**src/rtl/spi_rdid_slave.sv**
```systemverilog
// SPI mode-0 slave answering RDID (0x9F) with a repeating 3-byte JEDEC ID.
// All SPI pins are synchronized into clk; SPICLK edges are detected, never used as a clock.
module spi_rdid_slave #(
  parameter logic [7:0] MANUF_ID = 8'h20,
  parameter logic [7:0] MEM_TYPE = 8'h20,
  parameter logic [7:0] MEM_CAP  = 8'h15,
  parameter logic [7:0] RDID_OP  = 8'h9F
) (
  input  logic       clk,
  input  logic       reset,
  input  logic       SPICLK,
  input  logic       SPICS_N,
  input  logic       SPIMOSI,
  output logic       SPIMISO,
  output logic [7:0] opcode,
  output logic       opcode_valid,
  output logic       rdid_done
);

  localparam int unsigned CNT_W = 5;
  localparam int unsigned ID_W  = 24;
  localparam logic [ID_W-1:0] ID = {MANUF_ID, MEM_TYPE, MEM_CAP};

  typedef enum logic [1:0] {IDLE, CMD, RESP, IGNORE} state_t;

  state_t            state, state_n;
  logic [CNT_W-1:0]  bit_cnt, bit_cnt_n;
  logic [7:0]        opcode_sr, opcode_sr_n;
  logic [ID_W-1:0]   id_sr, id_sr_n;
  logic              miso_n;
  logic [7:0]        opcode_n;
  logic              opcode_valid_n, rdid_done_n;

  logic sclk_s1, sclk_s2, sclk_d;
  logic cs_s1, cs_s2;
  logic mosi_s1, mosi_s2;
  logic sclk_rise, sclk_fall;

  // Two-flop synchronizers plus a registered SPICLK copy for edge detection
  always_ff @(posedge clk or negedge reset) begin
    if (!reset) begin
      sclk_s1 <= 1'b0;
      sclk_s2 <= 1'b0;
      sclk_d  <= 1'b0;
      cs_s1   <= 1'b1;
      cs_s2   <= 1'b1;
      mosi_s1 <= 1'b0;
      mosi_s2 <= 1'b0;
    end else begin
      sclk_s1 <= SPICLK;
      sclk_s2 <= sclk_s1;
      sclk_d  <= sclk_s2;
      cs_s1   <= SPICS_N;
      cs_s2   <= cs_s1;
      mosi_s1 <= SPIMOSI;
      mosi_s2 <= mosi_s1;
    end
  end

  assign sclk_rise = sclk_s2 & ~sclk_d;
  assign sclk_fall = ~sclk_s2 & sclk_d;

  always_ff @(posedge clk or negedge reset) begin
    if (!reset) begin
      state        <= IDLE;
      bit_cnt      <= '0;
      opcode_sr    <= '0;
      id_sr        <= '0;
      SPIMISO      <= 1'b0;
      opcode       <= '0;
      opcode_valid <= 1'b0;
      rdid_done    <= 1'b0;
    end else begin
      state        <= state_n;
      bit_cnt      <= bit_cnt_n;
      opcode_sr    <= opcode_sr_n;
      id_sr        <= id_sr_n;
      SPIMISO      <= miso_n;
      opcode       <= opcode_n;
      opcode_valid <= opcode_valid_n;
      rdid_done    <= rdid_done_n;
    end
  end

  // Next-state and next-output logic; chip-select deassertion overrides everything
  always_comb begin
    state_n        = state;
    bit_cnt_n      = bit_cnt;
    opcode_sr_n    = opcode_sr;
    id_sr_n        = id_sr;
    miso_n         = SPIMISO;
    opcode_n       = opcode;
    opcode_valid_n = 1'b0;
    rdid_done_n    = 1'b0;

    if (cs_s2) begin
      state_n     = IDLE;
      bit_cnt_n   = '0;
      opcode_sr_n = '0;
      miso_n      = 1'b0;
    end else begin
      case (state)
        IDLE: begin
          miso_n    = 1'b0;
          bit_cnt_n = '0;
          state_n   = CMD;
        end
        CMD: begin
          if (sclk_rise) begin
            opcode_sr_n = {opcode_sr[6:0], mosi_s2};
            if (bit_cnt == CNT_W'(7)) begin
              opcode_n       = opcode_sr_n;
              opcode_valid_n = 1'b1;
              bit_cnt_n      = '0;
              if (opcode_sr_n == RDID_OP) begin
                id_sr_n = ID;
                state_n = RESP;
              end else begin
                state_n = IGNORE;
              end
            end else begin
              bit_cnt_n = bit_cnt + CNT_W'(1);
            end
          end
        end
        RESP: begin
          if (sclk_fall) begin
            miso_n  = id_sr[ID_W-1];
            id_sr_n = {id_sr[ID_W-2:0], 1'b0};
          end
          // 24th response rise: ID fully shifted, reload so it repeats seamlessly
          if (sclk_rise) begin
            if (bit_cnt == CNT_W'(ID_W - 1)) begin
              bit_cnt_n   = '0;
              rdid_done_n = 1'b1;
              id_sr_n     = ID;
            end else begin
              bit_cnt_n = bit_cnt + CNT_W'(1);
            end
          end
        end
        IGNORE: begin
          miso_n = 1'b0;
        end
        default: begin
          state_n = IDLE;
          miso_n  = 1'b0;
        end
      endcase
    end
  end

endmodule
```
**config.mk**
```make
export PLATFORM = sky130hd
export DESIGN_NAME = spi_rdid_slave
export DESIGN_NICKNAME = d
export VERILOG_FILES = /design/src/rtl/spi_rdid_slave.sv
export SDC_FILE = /design/constraint.sdc
export NUM_CORES = 1
export LEC_CHECK = 0
export CORE_UTILIZATION = 40
export CTS_CLUSTER_SIZE = 14
export DETAILED_ROUTE_END_ITERATION = 7
export SLEW_MARGIN = 20
export SYNTH_ARGS = -nofsm -noshare
export SYNTH_HDL_FRONTEND = slang
export SYNTH_SLANG_ARGS = --single-unit
```
**constraint.sdc**
```tcl
create_clock -name clk -period 3.5 [get_ports clk]
set_input_delay 0.7 -clock clk [delete_from_list [all_inputs] [get_ports clk]]
set_output_delay 0.7 -clock clk [all_outputs]
set_load 0.05 [all_outputs]
```
# Word level (Yosys, flattened, before mapping)
# Cells that the tools add are included.
dict set report word_totals {
  out_inout_bits 11
  inputBits 5
  register_bits 56
}
dict set report classes {
  bitwise 5
  n_reduce_logical 14
  n_eq_ne 13
  add_sub_neg 1
  n_mux 32
}
# operator n
set ops {}
lappend ops {{two-way mux 24 bit} 6}
lappend ops {{one-hot mux 24 bit (2 select lines)} 1}
lappend ops {{two-way mux 5 bit} 5}
lappend ops {{two-way mux 7 bit} 3}
lappend ops {{one-hot mux 5 bit (3 select lines)} 1}
lappend ops {{!= test 3 bit, second input constant} 4}
lappend ops {{two-way mux 1 bit} 11}
lappend ops {{== test 8 bit, second input constant} 1}
lappend ops {{two-way mux 2 bit} 3}
lappend ops {{!= test 2 bit, second input constant} 3}
lappend ops {{AND reduction 3 bit} 2}
lappend ops {{nonzero test 2 bit} 3}
lappend ops {{nonzero test 3 bit} 2}
lappend ops {{adder 5 x 1 -> 5 bit, second input constant} 1}
lappend ops {{== test 5 x 3 -> 1 bit, second input constant} 1}
lappend ops {{== test 5 bit, second input constant} 1}
lappend ops {{AND reduction 5 bit} 1}
lappend ops {{== test 2 bit, second input constant} 2}
lappend ops {{one-hot mux 2 bit (2 select lines)} 1}
lappend ops {{AND reduction 2 bit} 2}
lappend ops {{AND reduction 4 bit} 1}
lappend ops {{nonzero test 4 bit} 1}
lappend ops {{inverter 1 bit} 3}
lappend ops {{AND 1 bit} 2}
lappend ops {{other kinds (4)} 4}

# Depth between registers and ports, before layout
dict set report logic_depth {
  word_depth 6
  mapped_depth 9
  mapped_depth_nobuf 6
}

# Worst setup path after synthesis
# No wires, ideal clock.
dict set report synth_path {
  path_kind {register -> register}
  startpoint {register state[0]}
  endpoint {register bit_cnt[4]}
  stages_incl_launch_ff 7
  slack_ns 1.671
  n_path_buf 1
  arrival_ns 1.705
  t_required_ns 3.376
  setup_ns 0.124
  cell_sequence {dfrtp_1 -> ha_1 -> buf_6 -> or2_4 -> a311oi_4 -> nor4b_1 -> a211o_1}
}
dict set report synth_via {
  elab_chain_cells 3
  elab_cells_between_ends 9
  cone_classes {eq/ne (4); mux (2); reduce/logical (3)}
}
# item line_no
set synth_rtl {}
lappend synth_rtl {{start: declaration} 26} ;# state_t state, state_n;
lappend synth_rtl {{start signal: assignment} 74} ;# state <= state_n;
lappend synth_rtl {{== test 2 bit (tied with other cells)} 102} ;# case (state)
lappend synth_rtl {{!= test 3 bit (no source line) (tied with other cells)} n/a}
lappend synth_rtl {{AND reduction 3 bit (no source line) or two-way mux 5 bit (tied branches)} n/a}
lappend synth_rtl {{end signal: assignment} 75} ;# bit_cnt <= bit_cnt_n;
lappend synth_rtl {{end: declaration} 27} ;# logic [CNT_W-1:0] bit_cnt, bit_cnt_n;
# Several ways; a longest one is shown, not always the timed one.
# A chain may end at the register's enable or synchronous reset.

# Worst setup path after layout
dict set report layout_path {
  startpoint {register state[1]}
  endpoint {register opcode[4]}
}
dict set report layout_via {
  elab_chain_cells 2
}
# item line_no
set layout_rtl {}
lappend layout_rtl {{== test 2 x 1 -> 1 bit} 102}
lappend layout_rtl {{AND reduction 4 bit (no source line)} n/a}
lappend layout_rtl {{end signal: assignment} 79} ;# opcode <= opcode_n;
lappend layout_rtl {{end: declaration} 15} ;# output logic [7:0] opcode,
# No other way between the ends.

==> impl_metrics.env <==
export IMPL_cp_end_kind="flop"
export IMPL_crit_type="reg -> reg"
export IMPL_area_growth_pct=11.64
export IMPL_ir_drop_v=0.0001819
export IMPL_wl_met1_um=2020
export IMPL_wl_met2_um=1997
export IMPL_met3_length_um=98
export IMPL_slew_limit_headroom=0.4895
export IMPL_synth_seq_cells=56
export IMPL_setup_viol_count_final=0
export IMPL_p_leak_nw=1.255
export IMPL_cts_root_buf="clkbuf_8"
export IMPL_grt_pass1_wl_um=7210
export IMPL_start_util=0.4145
export IMPL_clk_latency_ns=0.30
export IMPL_gr_total_overflow=0
export IMPL_holdBufCountCts=0
export IMPL_cts_resized_gates=0
export IMPL_portBuffers=15
export IMPL_numCtsBuffers=5
export IMPL_ant_nets=0
export IMPL_place_congestion=0.8114
export IMPL_syn_nets=241
export IMPL_period_minus_slack_ns=2.240
export IMPL_hpwl_um=2711
export IMPL_grt_setup_unrepaired="false"
export IMPL_powerDensity_nw_per_um2=400.2
export IMPL_ys_types=36
export IMPL_top_layer_used="met4"
export IMPL_final_setup_tns_ns=0
export IMPL_drive_gt1_frac=0.1184
export IMPL_postCtsSetupBuffers=0
export IMPL_yosysSeqAreaShare=0.5754
export IMPL_antenna_found_initial=0
export IMPL_syn_avg_cell_area_um2=10.52
export IMPL_drt_iter0_drc=92
export IMPL_die_w_um=80.10
export IMPL_avgViaCountPerCell=5.088
export IMPL_cp_required_ns=3.70
export IMPL_slew_viol_final=0
export IMPL_path_clk_slew_ns=0.10
export IMPL_critPathArrivalTime_ns=2.44
export IMPL_netlist_area_um2=2440
export IMPL_htreeDepth=2
export IMPL_critPathMaxFanout=10
export IMPL_wl_per_cell_um=12.93
export IMPL_reg2reg_slack_ns=1.26
export IMPL_maxCapViolCount=0
export IMPL_cts_tree="yes"
export IMPL_hold_path_class="in -> async"
export IMPL_vias=1628
export IMPL_clockBufferDepth=2
export IMPL_grt_pass1_vias=1581
export IMPL_grt_use_total=0.1472
export IMPL_fin_hold_ws_ns=0.3178
export IMPL_drc=1
export IMPL_skew_ns=0.004603
export IMPL_fmax_mhz=446.4
export IMPL_fin_nets=253
export IMPL_final_period_utilization=0.6401
export IMPL_grt_max_degree=25
export IMPL_status="finished, violations left"
export IMPL_num_antenna_cells=0
export IMPL_coreArea_um2=5886
export IMPL_violations="DRC"
export IMPL_ios=16
export IMPL_die_h_um=80.10
export IMPL_ys_warn_count=0
export IMPL_cp_start_kind="flop"
export IMPL_routed_wl_um=4139
export IMPL_cts_sinks=56
export IMPL_rows=28
export IMPL_hold_violations=0
export IMPL_tightest_slew_ns=0.7639
export IMPL_drt_pass1_iterations=6
export IMPL_syn_inst=232
export IMPL_die_area_um2=6416
==> path summary, 6_finish.rpt <==
path | from | to | cells after the start
min in group clk | mosi_s1$_DFF_PN0_ | mosi_s2$_DFF_PN0_ | 0
setup reg to reg | state[1]$_DFFE_PN0P_ | opcode[4]$_DFFE_PN0P_ | 6
hold / removal | reset | bit_cnt[1]$_DFFE_PN0P_ | 1
hold reg to reg | mosi_s1$_DFF_PN0_ | mosi_s2$_DFF_PN0_ | 0
max in group asynchronous | reset | cs_s1$_DFF_PN1_ | 2
setup / recovery | state[1]$_DFFE_PN0P_ | opcode[4]$_DFFE_PN0P_ | 6
==> synth_stat cells <==
library cell,instances,share of area
or4_4,1,0.0046
o211ai_2,1,0.0051
dfrtp_1,54,0.55
o21ai_1,1,0.0020
nand3b_1,8,0.025
o21ai_0,3,0.0062
dfstp_2,2,0.022
nor2_1,15,0.023
nand3_1,3,0.0062
a21o_1,2,0.0062
or3_1,1,0.0026
nand2b_1,3,0.0077
inv_1,6,0.0092
nor3b_2,1,0.0051
clkbuf_1,5,0.0077
buf_2,5,0.010
nor2b_1,2,0.0051
or2_2,1,0.0026
a211o_1,1,0.0036
nor3_1,3,0.0062
and2_1,1,0.0026
buf_6,2,0.0092
a211oi_1,2,0.0062
nor4b_1,2,0.0072
nand2_1,56,0.086
ha_1,4,0.021
nand4b_1,1,0.0036
a311oi_4,1,0.011
nand4_1,1,0.0026
or2_4,1,0.0036
a21oi_1,23,0.047
nor3b_4,1,0.0077
mux2_2,8,0.037
nor4_1,2,0.0051
mux2i_1,8,0.033
o221a_2,1,0.0046
==> sequential cells by signal, indices dropped and copies added (netlist names) <==
signal and count:
sclk_s2 1, bit_cnt 5, cs_s2 1, sclk_s1 1, cs_s1 1, opcode 8
opcode_sr 7, mosi_s2 1, rdid_done 1, id_sr 24, SPIMISO 1, opcode_valid 1
state 2, sclk_d 1, mosi_s1 1
==> stage by stage <==
stage	power (mW)	cell area, um^2	setup slack, ns	cells	util
4_1_cts	1.108	2724	1.219	320	0.4628
5_1_grt	1.135	2724	0.9658	320	0.4628
3_3_place_gp	0.7329	2628	1.227	312	0.4464
2_1_floorplan	0.7093	2440	1.671	232	-
6_report	1.090	2724	1.260	320	0.4628
3_5_place_dp	0.7333	2628	1.223	312	0.4464
==> cell usage in the layout, fill, tap and decap left out, drive strengths merged, types with 4 or more instances in the layout <==
master,count
a21oi,23
clkbuf,6
clkdlybuf4s50,14
dfrtp,54
ha,4
inv,7
mux2,8
mux2i,8
nand2,56
nand3b,8
nor2,15
o21ai,4
==> area by class of cell <==
class	count	area, um^2
clock inverter	2	13.76
tap	75	93.84
clock buffer	6	82.58
inverter	6	22.52
timing repair buffer	17	160.2
fill	572	3162
sequential	56	1404
multi-input combinational	158	947.2
==> worst max-delay path, stage by stage (launching register included) <==
cell and delay, ns:
dfrtp_1 0.39, inv_1 0.10, ha_1 0.41, nand3b_1 0.43, nor2_1 0.20, nand2_1 0.25, mux2_2 0.35
==> logic make-up (layout without fill, tap and decap cells) <==
group | count (synthesis) | after routing | synth area share
multiplexers | 16 | 16 | 0.06975
flip-flops | 56 | 56 | 0.5754
adder cells (fa/ha/maj) | 4 | 4 | 0.02051
AO/OA/AOI/OAI | 35 | 35 | 0.09179
AND/OR/NAND/NOR | 103 | 103 | 0.2062
buffers and inverters | 18 | 31 | 0.03641
==> power breakdown <==
part	leakage, nW	internal (mW)	switching, mW
sequential	0.762	0.654	0.00780
clock	0.0516	0.162	0.209
combinational	0.441	0.0212	0.0359
total	1.26	0.838	0.252
==> per-layer routing <==
metal / track usage / up-vias
li1: - / 798
met1: 0.1843 / 806
met2: 0.2444 / 21
met3: 0.03864 / 3
met4: 0.05357 / 0
met5: 0 / -
Power figures use the tool's default switching activity.
